===== src/rtl/cvxif_copro_pkg.sv =====
// Shared types for the CV-X-IF MAC coprocessor: opcode, op encoding, buffer entry, FSM states.
package cvxif_copro_pkg;

    localparam logic [6:0] OPCODE_CUSTOM0 = 7'b0001011;

    typedef enum logic [2:0] {
        OpXpopc   = 3'b000,
        OpXmac    = 3'b001,
        OpXaccclr = 3'b010,
        OpXaccrd  = 3'b011
    } op_e;

    typedef struct packed {
        logic        committed;
        logic        killed;
        op_e         op;
        logic [4:0]  rd;
        logic [31:0] rs1;
        logic [31:0] rs2;
    } entry_t;

    typedef enum logic [1:0] {
        StIdle,
        StExec,
        StResult
    } state_e;

    function automatic logic [31:0] popcount32(input logic [31:0] v);
        logic [31:0] n;
        n = '0;
        for (int i = 0; i < 32; i++) begin
            n = n + {31'd0, v[i]};
        end
        return n;
    endfunction

endpackage


===== src/rtl/cvxif_copro_mul_iter.sv =====
// Radix-4 iterative 32x32->32 multiplier: two multiplier bits per cycle, 16 cycles per product.
module cvxif_copro_mul_iter (
    input  logic        clk_i,
    input  logic        rst_i,
    input  logic        start_i,
    input  logic [31:0] a_i,
    input  logic [31:0] b_i,
    output logic        done_o,
    output logic [31:0] product_o
);

    logic [31:0] mcand_q, mplier_q, acc_q;
    logic [31:0] partial, sum;
    logic [3:0]  cnt_q;
    logic        busy_q;

    always_comb begin
        case (mplier_q[1:0])
            2'd0:    partial = '0;
            2'd1:    partial = mcand_q;
            2'd2:    partial = {mcand_q[30:0], 1'b0};
            default: partial = mcand_q + {mcand_q[30:0], 1'b0};
        endcase
    end

    assign sum       = acc_q + partial;
    // Product is taken combinationally during the 16th step.
    assign done_o    = busy_q && (cnt_q == 4'd15);
    assign product_o = sum;

    always_ff @(posedge clk_i) begin
        if (rst_i) begin
            mcand_q  <= '0;
            mplier_q <= '0;
            acc_q    <= '0;
            cnt_q    <= '0;
            busy_q   <= 1'b0;
        end else if (start_i) begin
            mcand_q  <= a_i;
            mplier_q <= b_i;
            acc_q    <= '0;
            cnt_q    <= '0;
            busy_q   <= 1'b1;
        end else if (busy_q) begin
            acc_q    <= sum;
            mcand_q  <= {mcand_q[29:0], 2'b00};
            mplier_q <= {2'b00, mplier_q[31:2]};
            cnt_q    <= cnt_q + 4'd1;
            if (cnt_q == 4'd15) begin
                busy_q <= 1'b0;
            end
        end
    end

endmodule


===== src/rtl/cvxif_mac_copro.sv =====
// CV-X-IF coprocessor: buffers CUSTOM-0 ops until commit, executes in order, one accumulator.
// Define CVXIF_MAC_FAST_EN for a single-cycle XMAC multiplier (EXEC state bypassed).
module cvxif_mac_copro
    import cvxif_copro_pkg::*;
#(
    parameter int unsigned DEPTH    = 4,
    parameter int unsigned ID_WIDTH = 4,
    parameter logic [31:0] ACC_RST  = 32'd0
) (
    input  logic                clk_i,
    input  logic                rst_i,
    input  logic                issue_valid_i,
    output logic                issue_ready_o,
    input  logic [31:0]         issue_instr_i,
    input  logic [ID_WIDTH-1:0] issue_id_i,
    input  logic [31:0]         issue_rs0_i,
    input  logic [31:0]         issue_rs1_i,
    input  logic [1:0]          issue_rs_valid_i,
    output logic                issue_accept_o,
    output logic                issue_writeback_o,
    input  logic                commit_valid_i,
    input  logic [ID_WIDTH-1:0] commit_id_i,
    input  logic                commit_kill_i,
    output logic                result_valid_o,
    input  logic                result_ready_i,
    output logic [ID_WIDTH-1:0] result_id_o,
    output logic [31:0]         result_data_o,
    output logic [4:0]          result_rd_o,
    output logic                result_we_o,
    output logic                busy_o
);

    localparam int unsigned PtrW = $clog2(DEPTH);

    entry_t              buf_q [DEPTH];
    logic [ID_WIDTH-1:0] id_q  [DEPTH];
    logic [DEPTH-1:0]    vld_q;
    logic [PtrW-1:0]     head_q, tail_q;
    logic [PtrW:0]       count_q;

    state_e              state_q, state_d;
    logic [ID_WIDTH-1:0] res_id_q;
    logic [31:0]         res_data_q;
    logic [4:0]          res_rd_q;
    op_e                 res_op_q;
    logic [31:0]         acc_q;

    logic [2:0]  funct3;
    logic        dec_ok, rs_ok, full, push, pop, commit_new;
    entry_t      head;
    logic        head_vld, head_hit, head_kill, head_go;
    logic [31:0] op_result;
    logic        mul_done;
    logic [31:0] mul_product;
    logic        unused_instr;

    assign unused_instr = ^issue_instr_i[24:15];

    assign funct3 = issue_instr_i[14:12];
    assign dec_ok = (issue_instr_i[6:0] == OPCODE_CUSTOM0) && (issue_instr_i[31:25] == 7'd0)
                    && !funct3[2];

    always_comb begin
        rs_ok = 1'b1;
        case (funct3)
            OpXpopc: rs_ok = issue_rs_valid_i[0];
            OpXmac:  rs_ok = &issue_rs_valid_i;
            default: rs_ok = 1'b1;
        endcase
    end

    // No bypass on pop: a full buffer refuses issue even while the head drains.
    assign full              = (count_q == (PtrW + 1)'(DEPTH));
    assign issue_ready_o     = !rst_i && !full && (!dec_ok || rs_ok);
    assign issue_accept_o    = !rst_i && issue_valid_i && dec_ok;
    assign issue_writeback_o = issue_accept_o;
    assign push              = issue_valid_i && issue_ready_o && dec_ok;
    assign commit_new        = push && commit_valid_i && (commit_id_i == issue_id_i);

    // A commit/kill for the head in this cycle is acted on immediately.
    assign head      = buf_q[head_q];
    assign head_vld  = vld_q[head_q];
    assign head_hit  = commit_valid_i && (id_q[head_q] == commit_id_i)
                       && !head.committed && !head.killed;
    assign head_kill = head_vld && (head.killed || (head_hit && commit_kill_i));
    assign head_go   = head_vld && !head_kill && (head.committed || (head_hit && !commit_kill_i));

    always_comb begin
        op_result = acc_q;
        case (head.op)
            OpXpopc:   op_result = popcount32(head.rs1);
`ifdef CVXIF_MAC_FAST_EN
            OpXmac:    op_result = acc_q + head.rs1 * head.rs2;
`else
            OpXmac:    op_result = '0;
`endif
            OpXaccclr: op_result = '0;
            default:   op_result = acc_q;
        endcase
    end

`ifndef CVXIF_MAC_FAST_EN
    logic mul_start;

    cvxif_copro_mul_iter u_mul (
        .clk_i     (clk_i),
        .rst_i     (rst_i),
        .start_i   (mul_start),
        .a_i       (head.rs1),
        .b_i       (head.rs2),
        .done_o    (mul_done),
        .product_o (mul_product)
    );
`else
    assign mul_done    = 1'b0;
    assign mul_product = '0;
`endif

    always_ff @(posedge clk_i) begin
        if (rst_i) begin
            vld_q   <= '0;
            head_q  <= '0;
            tail_q  <= '0;
            count_q <= '0;
        end else begin
            if (commit_valid_i && !commit_new) begin
                for (int i = 0; i < DEPTH; i++) begin
                    if (vld_q[i] && (id_q[i] == commit_id_i) && !buf_q[i].committed
                        && !buf_q[i].killed) begin
                        if (commit_kill_i) buf_q[i].killed <= 1'b1;
                        else               buf_q[i].committed <= 1'b1;
                    end
                end
            end
            if (push) begin
                buf_q[tail_q] <= '{committed: commit_new && !commit_kill_i,
                                   killed:    commit_new && commit_kill_i,
                                   op:        op_e'(funct3),
                                   rd:        issue_instr_i[11:7],
                                   rs1:       issue_rs0_i,
                                   rs2:       issue_rs1_i};
                id_q[tail_q]  <= issue_id_i;
                vld_q[tail_q] <= 1'b1;
                tail_q        <= tail_q + 1'b1;
            end
            if (pop) begin
                vld_q[head_q] <= 1'b0;
                head_q        <= head_q + 1'b1;
            end
            count_q <= count_q + (PtrW + 1)'(push) - (PtrW + 1)'(pop);
        end
    end

    always_ff @(posedge clk_i) begin
        if (rst_i) state_q <= StIdle;
        else       state_q <= state_d;
    end

    always_comb begin
        state_d = state_q;
        unique case (state_q)
            StIdle: begin
                if (head_go) begin
`ifdef CVXIF_MAC_FAST_EN
                    state_d = StResult;
`else
                    state_d = (head.op == OpXmac) ? StExec : StResult;
`endif
                end
            end
            StExec:   if (mul_done) state_d = StResult;
            StResult: if (result_ready_i) state_d = StIdle;
            default:  state_d = StIdle;
        endcase
    end

    always_comb begin
        pop = (state_q == StIdle) && (head_kill || head_go);
`ifndef CVXIF_MAC_FAST_EN
        mul_start = (state_q == StIdle) && head_go && (head.op == OpXmac);
`endif
        result_valid_o = !rst_i && (state_q == StResult);
        result_id_o    = rst_i ? '0 : res_id_q;
        result_data_o  = rst_i ? '0 : res_data_q;
        result_rd_o    = rst_i ? '0 : res_rd_q;
        result_we_o    = result_valid_o;
        busy_o         = !rst_i && ((count_q != '0) || (state_q != StIdle));
    end

    // Accumulator only changes when the core takes the result.
    always_ff @(posedge clk_i) begin
        if (rst_i) begin
            res_id_q   <= '0;
            res_data_q <= '0;
            res_rd_q   <= '0;
            res_op_q   <= OpXaccrd;
            acc_q      <= ACC_RST;
        end else begin
            if (pop && head_go) begin
                res_id_q   <= id_q[head_q];
                res_rd_q   <= head.rd;
                res_op_q   <= head.op;
                res_data_q <= op_result;
            end
            if ((state_q == StExec) && mul_done) begin
                res_data_q <= acc_q + mul_product;
            end
            if ((state_q == StResult) && result_ready_i) begin
                if (res_op_q == OpXmac)         acc_q <= res_data_q;
                else if (res_op_q == OpXaccclr) acc_q <= '0;
            end
        end
    end

endmodule


===== config.mk =====
export PLATFORM = sky130hd
export DESIGN_NAME = cvxif_mac_copro
export DESIGN_NICKNAME = d
export VERILOG_FILES = /design/src/rtl/cvxif_copro_pkg.sv /design/src/rtl/cvxif_copro_mul_iter.sv /design/src/rtl/cvxif_mac_copro.sv
export SDC_FILE = /design/constraint.sdc
export NUM_CORES = 1
export LEC_CHECK = 0
export CAP_MARGIN = 5
export CORE_ASPECT_RATIO = 1.5
export CORE_MARGIN = 2
export CORE_UTILIZATION = 45
export DETAILED_ROUTE_END_ITERATION = 12
export GPL_TIMING_DRIVEN = 0
export PLACE_DENSITY_LB_ADDON = 0.12
export SLEW_MARGIN = 10
export SYNTH_ARGS = -nofsm -noshare
export SYNTH_HDL_FRONTEND = slang
export SYNTH_SLANG_ARGS = --single-unit

===== constraint.sdc =====
create_clock -name clk_i -period 9.2 [get_ports clk_i]
set_clock_uncertainty 0.1 [all_clocks]
set_input_delay 0.92 -clock clk_i [delete_from_list [all_inputs] [get_ports clk_i]]
set_output_delay 0.92 -clock clk_i [all_outputs]
set_load 0.02 [all_outputs]

==> results.py, run 1 <==
metrics = {
    "timing": {
        "setup_viol": 0,
        "relSlewSlack": 0.1926,
        "fin_ws_ps": 831.7,
        "worst_pin_slew_ps": 1208,
        "fin_tns_setup_ps": 0,
        "rsz0062_at_grt": "no",
        "fin_crit_ps": 8368,
        "fmax_mhz": 119.5,
        "finalHoldViolations": 0,
        "min_period_over_period": 0.9096,
        "slew_viol_final": 0,
    },
    "min_path": {
        "min_path_type": "reg2reg",
    },
    "power": {
        "combPwrFrac": 0.021,
        "p_leak_nw": 10.81,
        "swShare": 0.2034,
        "p_int_mw": 3.673,
        "pwr-share-clk": 0.461,
        "share_seq_of_total_power": 0.518,
        "switching_power_mw": 0.9376,
        "ir_drop_v": 0.0002117,
        "p_per_area_mw_per_mm2": 153.2,
    },
    "flow_run": {
        "maxCapViolCount": 0,
    },
    "layout": {
        "antennaDiodeCount": 0,
        "layout_common_cells": "304 x edfxtp_1, 200 x dfxtp_1, 174 x nor2_1",
        "design_area_mm2": 0.03009,
        "instances_no_fill": 3231,
        "drive_gt1_frac": 0.08104,
        "layout.nets": 2682,
        "mostFrequentLayoutCell": "edfxtp_1",
        "syn_to_final_growth_pct": 16.19,
    },
    "placement": {
        "pre_cts_slack_ps": 664.0,
        "dp.cells": 3140,
        "post-dp-hpwl_mm": 53.16,
        "place.gp.congestion": 0.8887,
        "placed_area_mm2": 0.02841,
        "io_buffer_count": 143,
    },
    "synth": {
        "synth_area_per_cell_um2": 11.61,
        "synth_area_mm2": 0.02590,
        "synth-async-reset-ratio": 0,
        "synth_flop_cell": "edfxtp_1",
        "synth_edf_count": 304,
        "synth_cell_types": 78,
        "syn_inst": 2230,
        "syn-num-nets": 2484,
        "synth_seq_area_share": 0.5071,
        "ys.warnings.count": 0,
        "synth-seq-cells": 504,
    },
    "worst_setup_path": {
        "r2r_cells": 22,
        "cp.depth": 22,
        "crit_path_start_kind": "register",
        "crit_path_max_incr_delay_ps": 790,
        "worstPathRequired_ps": 9560,
        "slowest_stage": "buf_1",
        "path_buf_inv": 6,
        "crit_end": "res_data_q[4]",
        "cp-end-kind": "register",
        "path_class": "reg2reg",
        "path_common_cell": "fa_1",
        "r2r_end": "res_data_q[4]",
        "cpLargestDelayFamily": "adder cells",
        "reg2reg_slack_ps": 830,
        "crit_chain": "buf_2 > buf_1 > buf_1 > buf_2 > mux4_2 > fa_1 > inv_1 > fa_1 > fa_1 > fa_1 > fa_1 > fa_1 > inv_1 > ha_1 > fa_1 > a21o_1 > a21oi_1 > xnor2_1 > a22oi_1 > nand2_1 > o211ai_1 > a21oi_1",
        "path_max_fanout": 10,
        "crit_arrival_ps": 8730,
    },
    "global_routing": {
        "grt_pass1_vias": 18770,
        "antenna_found_initial": 6,
        "grt_max_degree": 53,
        "groute.usage.overall": 0.2405,
        "grt_pass1_wl_mm": 108.8,
        "grt_remaining_overflow": 0,
    },
    "clock_tree": {
        "clockBufferDepth": 3,
        "cts.clk_slew.worst_paths_ps": 60,
        "cts.sinks": 504,
        "worstSkewPairLatency_ps": 610,
        "cts_setup_buffers": 0,
        "ctsHoldBuffers": 0,
        "cts_resized": 0,
        "cts_buffers": 49,
        "cts_root_buf": "clkbuf_16",
        "htreeDepth": 2,
        "cts_tree": "done",
    },
    "detailed_routing": {
        "routedWlPerCell_um": 22.02,
        "vias_per_cell": 5.669,
        "wl_met2_mm": 36.56,
        "drt_wl_total_mm": 71.16,
        "m1WireLength_mm": 27.92,
        "dr_wl_met3_mm": 2.940,
        "route.antenna.remaining_nets": 0,
        "drc": 0,
        "drtPass1Iterations": 7,
        "vias": 18320,
        "drt_iter0_markers": 952,
        "top_layer": "met5",
    },
    "die": {
        "ios": 159,
        "die_x_um": 199.9,
        "core-area_mm2": 0.05690,
        "die_area_mm2": 0.05953,
        "num_rows": 107,
        "fp.dieH_um": 297.8,
        "start_util": 0.4552,
    },
    "status": {
        "outcome": "finished clean",
    },
}
[tightest hold or removal path, delay by kind of cell (launching register included)]
family / cells / cell delay, ps
flops: 1 / 320
compound gates: 1 / 50
simple gates: 1 / 60
[logic make-up after synthesis]
logic type / Yosys count / share of synthesized area
simple gates: 590 / 0.1093
flops: 504 / 0.5071
compound gates: 495 / 0.1282
buf+inv: 201 / 0.03039
mux: 193 / 0.1128
fa+ha+maj: 142 / 0.07672
xor+xnor: 105 / 0.03551
[state kept, by name, summed over array words and instances, names as in the netlist, 2 cells and up, named ones only]
register and flops:
acc_q 32, u_mul.acc_q 32, res_id_q 4, u_mul.mplier_q 32, vld_q 4, res_data_q 32, head_q 2, u_mul.cnt_q 4
res_rd_q 5, state_q 2, count_q 3, buf_q 296, u_mul.mcand_q 32, res_op_q 3, id_q 16, tail_q 2
[synth_stat cells (5+ instances only)]
cell	instances	area, um^2
edfxtp_1	304	9129
dfxtp_1	200	4004
nor2_1	174	653.1
nand2_1	146	548.0
a21oi_1	136	680.7
ha_1	114	1426
mux2i_1	113	1131
clkbuf_1	86	322.8
a211oi_1	84	630.6
inv_1	82	307.8
mux4_2	79	1779
nand3_1	59	295.3
a21o_1	58	435.4
nor2b_1	58	362.9
o21ai_0	55	275.3
xor2_1	53	464.2
xnor2_1	52	455.4
nor3_1	38	190.2
fa_1	28	560.5
and3_1	23	143.9
o21ai_1	23	115.1
buf_2	20	100.1
and2_1	15	93.84
nand2b_1	15	93.84
o211ai_1	15	112.6
a311oi_1	13	113.9
nand4_1	13	81.33
a221oi_1	12	105.1
a31oi_1	12	75.07
buf_1	10	37.54
nand3b_1	9	67.56
nor4_1	9	56.30
o21a_1	9	67.56
or3_1	8	50.05
a2111oi_0	7	61.31
o21bai_1	7	52.55
and4_1	6	52.55
a211o_1	5	43.79
a22oi_1	5	37.54
or4_1	5	37.54
[through the flow]
| step | power, mW | hold WS (ps) | util |
|---|---|---|---|
| 2_1_floorplan | 2.463 | 340.6 | - |
| 3_3_place_gp | 2.533 | 359.2 | 0.4971 |
| 3_5_place_dp | 2.536 | 365.8 | 0.4992 |
| 4_1_cts | 4.661 | 374.2 | 0.5289 |
| 5_1_grt | 4.744 | 397.7 | 0.5289 |
| 6_report | 4.610 | 377.2 | 0.5289 |
[per-layer routing]
layer / vias up / track usage
li1: 8758 / -
met1: 8986 / 0.2819
met2: 405 / 0.4253
met3: 157 / 0.03736
met4: 12 / 0.1155
met5: - / 0
[worst min-delay path by stage]
stage | from | cells past startpoint | to
floorplan | res_data_q[16] | 2 | res_data_q[16]
global placement | acc_q[8] | 2 | acc_q[8]
detailed placement | res_data_q[16] | 2 | res_data_q[16]
CTS | res_data_q[16] | 2 | res_data_q[16]
global route | acc_q[8] | 2 | acc_q[8]
finish | res_data_q[16] | 2 | res_data_q[16]
[final cells by class]
| type | count | area (um^2) |
|---|---|---|
| inverter | 83 | 321.6 |
| fill | 4990 | 26810 |
| clock inverter | 27 | 374.1 |
| buffer | 118 | 475.5 |
| timing repair buffer | 147 | 1541 |
| tap | 763 | 954.7 |
| multi-input combinational | 1525 | 11980 |
| sequential | 504 | 13130 |
| clock buffer | 64 | 1313 |
[power by group through the flow]
stage | Combinational [mW] | Sequential, mW | Clock (mW)
after detailed placement | 0.0982 | 2.44 | 0
after CTS | 0.0983 | 2.39 | 2.17
after global placement | 0.0951 | 2.44 | 0
after global routing | 0.105 | 2.39 | 2.25
final | 0.0974 | 2.39 | 2.12
after floorplan | 0.0240 | 2.44 | 0
Note: power is estimated with default switching activity, not from simulation.
==> run 2, diff against run 1 <==
--- a/config.mk
+++ b/config.mk
@@ -9,6 +9,7 @@
 export CORE_ASPECT_RATIO = 1.5
 export CORE_MARGIN = 2
 export CORE_UTILIZATION = 45
+export CTS_CLUSTER_SIZE = 10
 export DETAILED_ROUTE_END_ITERATION = 12
 export GPL_TIMING_DRIVEN = 0
 export PLACE_DENSITY_LB_ADDON = 0.12
==> run 2 against run 1 <==
Net effect:
- critical path depth is the same
- non-clock buffer count did not move
- combinational power grew 0.4%
- register-to-register slack better by 30 ps
- sequential share of layout area rose by 0.054 points
- count of clock-buffer cells in the layout increased by 31
- sequential power is essentially flat
- cell area is 0.12% lower
- final cell count is 0.28% higher
- via count increased by 0.39%
- critical path type unchanged
- largest power group unchanged
- highest routed layer unchanged
==> results.py, run 2 (synthesis results as in run 1) <==
metrics = {
    "status": {
        "outcome": "finished clean",
    },
    "clock_tree": {
        "ctsHoldBuffers": 0,
        "clockBufferDepth": 3,
        "cts.clk_slew.worst_paths_ps": 60,
        "htreeDepth": 2,
        "cts_buffers": 57,
        "cts_tree": "done",
        "cts_setup_buffers": 0,
        "cts_resized": 0,
        "cts.sinks": 504,
        "cts_root_buf": "clkbuf_16",
        "worstSkewPairLatency_ps": 620,
    },
    "timing": {
        "fin_tns_setup_ps": 0,
        "slew_viol_final": 0,
        "finalHoldViolations": 0,
        "fin_ws_ps": 863.7,
        "setup_viol": 0,
        "fin_crit_ps": 8336,
        "fmax_mhz": 120.0,
        "relSlewSlack": 0.2001,
        "min_period_over_period": 0.9061,
        "rsz0062_at_grt": "no",
        "worst_pin_slew_ps": 1197,
    },
    "layout": {
        "antennaDiodeCount": 0,
        "layout.nets": 2690,
        "top_register": "buf_q",
        "mostFrequentLayoutCell": "edfxtp_1",
        "fill_cells": 5016,
        "drive_gt1_frac": 0.07630,
        "layout_common_cells": "304 x edfxtp_1, 200 x dfxtp_1, 174 x nor2_1",
        "largest_reg_flops": 296,
        "syn_to_final_growth_pct": 16.04,
    },
    "worst_setup_path": {
        "reg2reg_slack_ps": 860,
        "crit_path_max_incr_delay_ps": 800,
        "r2r_cells": 22,
        "crit_chain": "buf_2 > buf_1 > buf_1 > buf_2 > mux4_2 > fa_1 > inv_1 > fa_1 > fa_1 > fa_1 > fa_1 > fa_1 > inv_1 > ha_1 > fa_1 > a21o_1 > a21oi_1 > xnor2_1 > a22oi_1 > nand2_1 > o211ai_1 > a21oi_1",
        "cpLargestDelayFamily": "adder cells",
        "crit_path_start_kind": "register",
        "path_common_cell": "fa_1",
        "path_buf_inv": 6,
        "cp-end-kind": "register",
        "worstPathRequired_ps": 9570,
        "slowest_stage": "buf_1",
        "path_class": "reg2reg",
        "r2r_end": "res_data_q[4]",
        "path_max_fanout": 10,
        "crit_arrival_ps": 8700,
    },
    "detailed_routing": {
        "drt_wl_total_mm": 71.63,
        "drc": 0,
        "route.antenna.remaining_nets": 0,
        "vias": 18390,
        "vias_per_cell": 5.676,
        "drt_iter0_markers": 881,
        "routedWlPerCell_um": 22.11,
        "drtPass1Iterations": 5,
    },
    "min_path": {
        "min-delay-start": "res_data_q[16]",
        "holdPathEnd": "res_data_q[16]",
        "min_path_type": "reg2reg",
        "holdPathStages": 2,
    },
    "global_routing": {
        "grt_remaining_overflow": 0,
        "antenna_found_initial": 6,
        "grt_max_degree": 53,
        "groute.usage.overall": 0.2419,
        "grt_pass1_vias": 18920,
        "grt_pass1_wl_mm": 109.3,
    },
    "power": {
        "p_int_mw": 3.617,
        "share_seq_of_total_power": 0.525,
        "p_leak_nw": 10.79,
        "p_per_area_mw_per_mm2": 151.6,
        "combPwrFrac": 0.021,
        "switching_power_mw": 0.9399,
        "swShare": 0.2063,
        "pwr-share-clk": 0.454,
        "ir_drop_v": 0.0001643,
    },
    "placement": {
        "post-dp-hpwl_mm": 53.16,
        "io_buffer_count": 143,
        "place.gp.congestion": 0.8887,
        "pre_cts_slack_ps": 664.0,
    },
    "die": {
        "num_rows": 107,
        "die_area_mm2": 0.05953,
        "core-area_mm2": 0.05690,
        "ios": 159,
        "start_util": 0.4552,
        "die_x_um": 199.9,
        "fp.dieH_um": 297.8,
    },
    "flow_run": {
        "maxCapViolCount": 0,
    },
}
## run 2: cell types whose count changed in the layout (fill, tap and decap cells not counted), sizes merged
cell and delta:
bufinv -7, clkbuf +31, clkinv -11, clkinvlp -3, inv -1
## run 2: tightest hold or removal path, delay by kind of cell, from the launching register on
kind             cells  cell delay [ps]
AO/OA/AOI/OAI        1               50
AND/OR/NAND/NOR      1               60
flip-flops           1              320
## run 2: worst max-delay path by stage
stage                        start             to  slack (ps)  cells past startpoint
after floorplan           register  res_data_q[4]        2290                     22
after global placement    register  res_data_q[4]         680                     22
after detailed placement  register  res_data_q[4]         660                     22
after CTS                 register  res_data_q[4]         660                     22
after global routing      register  res_data_q[4]         350                     22
final                     register  res_data_q[4]         860                     22
## run 2: power groups by stage
| stage | combinational (mW) | sequential, mW | clock [mW] |
|---|---|---|---|
| global route | 0.105 | 2.39 | 2.20 |
| CTS | 0.0985 | 2.39 | 2.12 |
| finish | 0.0978 | 2.39 | 2.07 |
| detailed placement | 0.0982 | 2.44 | 0 |
| floorplan | 0.0240 | 2.44 | 0 |
| global placement | 0.0951 | 2.44 | 0 |
## run 2: routing by layer
| metal | track usage | part of all wire | up-vias |
|---|---|---|---|
| met5 | 0 | 0.0011 | - |
| met4 | 0.1120 | 0.049 | 12 |
| met3 | 0.03871 | 0.045 | 155 |
| met2 | 0.4311 | 0.52 | 465 |
| met1 | 0.2816 | 0.39 | 8993 |
| li1 | - | - | 8764 |
## run 2: stage by stage
stage / hold slack (ps) / cells / util / instance area, um^2 / power (mW)
after detailed placement: 365.8 / 3140 / 0.4992 / 28410 / 2.536
after global placement: 359.2 / 3136 / 0.4971 / 28290 / 2.533
after global routing: 396.6 / 3240 / 0.5282 / 30060 / 4.694
after floorplan: 340.6 / 2230 / - / 25900 / 2.463
final: 375.3 / 3240 / 0.5282 / 30060 / 4.557
after CTS: 374.3 / 3240 / 0.5282 / 30060 / 4.604
## run 2: cell type report
| cell class | instances | area (um^2) | area share |
|---|---|---|---|
| Buffer | 118 | 475.5 | 0.01582 |
| Clock buffer | 95 | 1569 | 0.05220 |
| Clock inverter | 5 | 80.08 | 0.002664 |
| Inverter | 83 | 321.6 | 0.01070 |
| Multi-Input combinational cell | 1525 | 11980 | 0.3986 |
| Sequential cell | 504 | 13130 | 0.4370 |
| Tap cell | 763 | 954.7 | 0.03176 |
| Timing Repair Buffer | 147 | 1541 | 0.05129 |
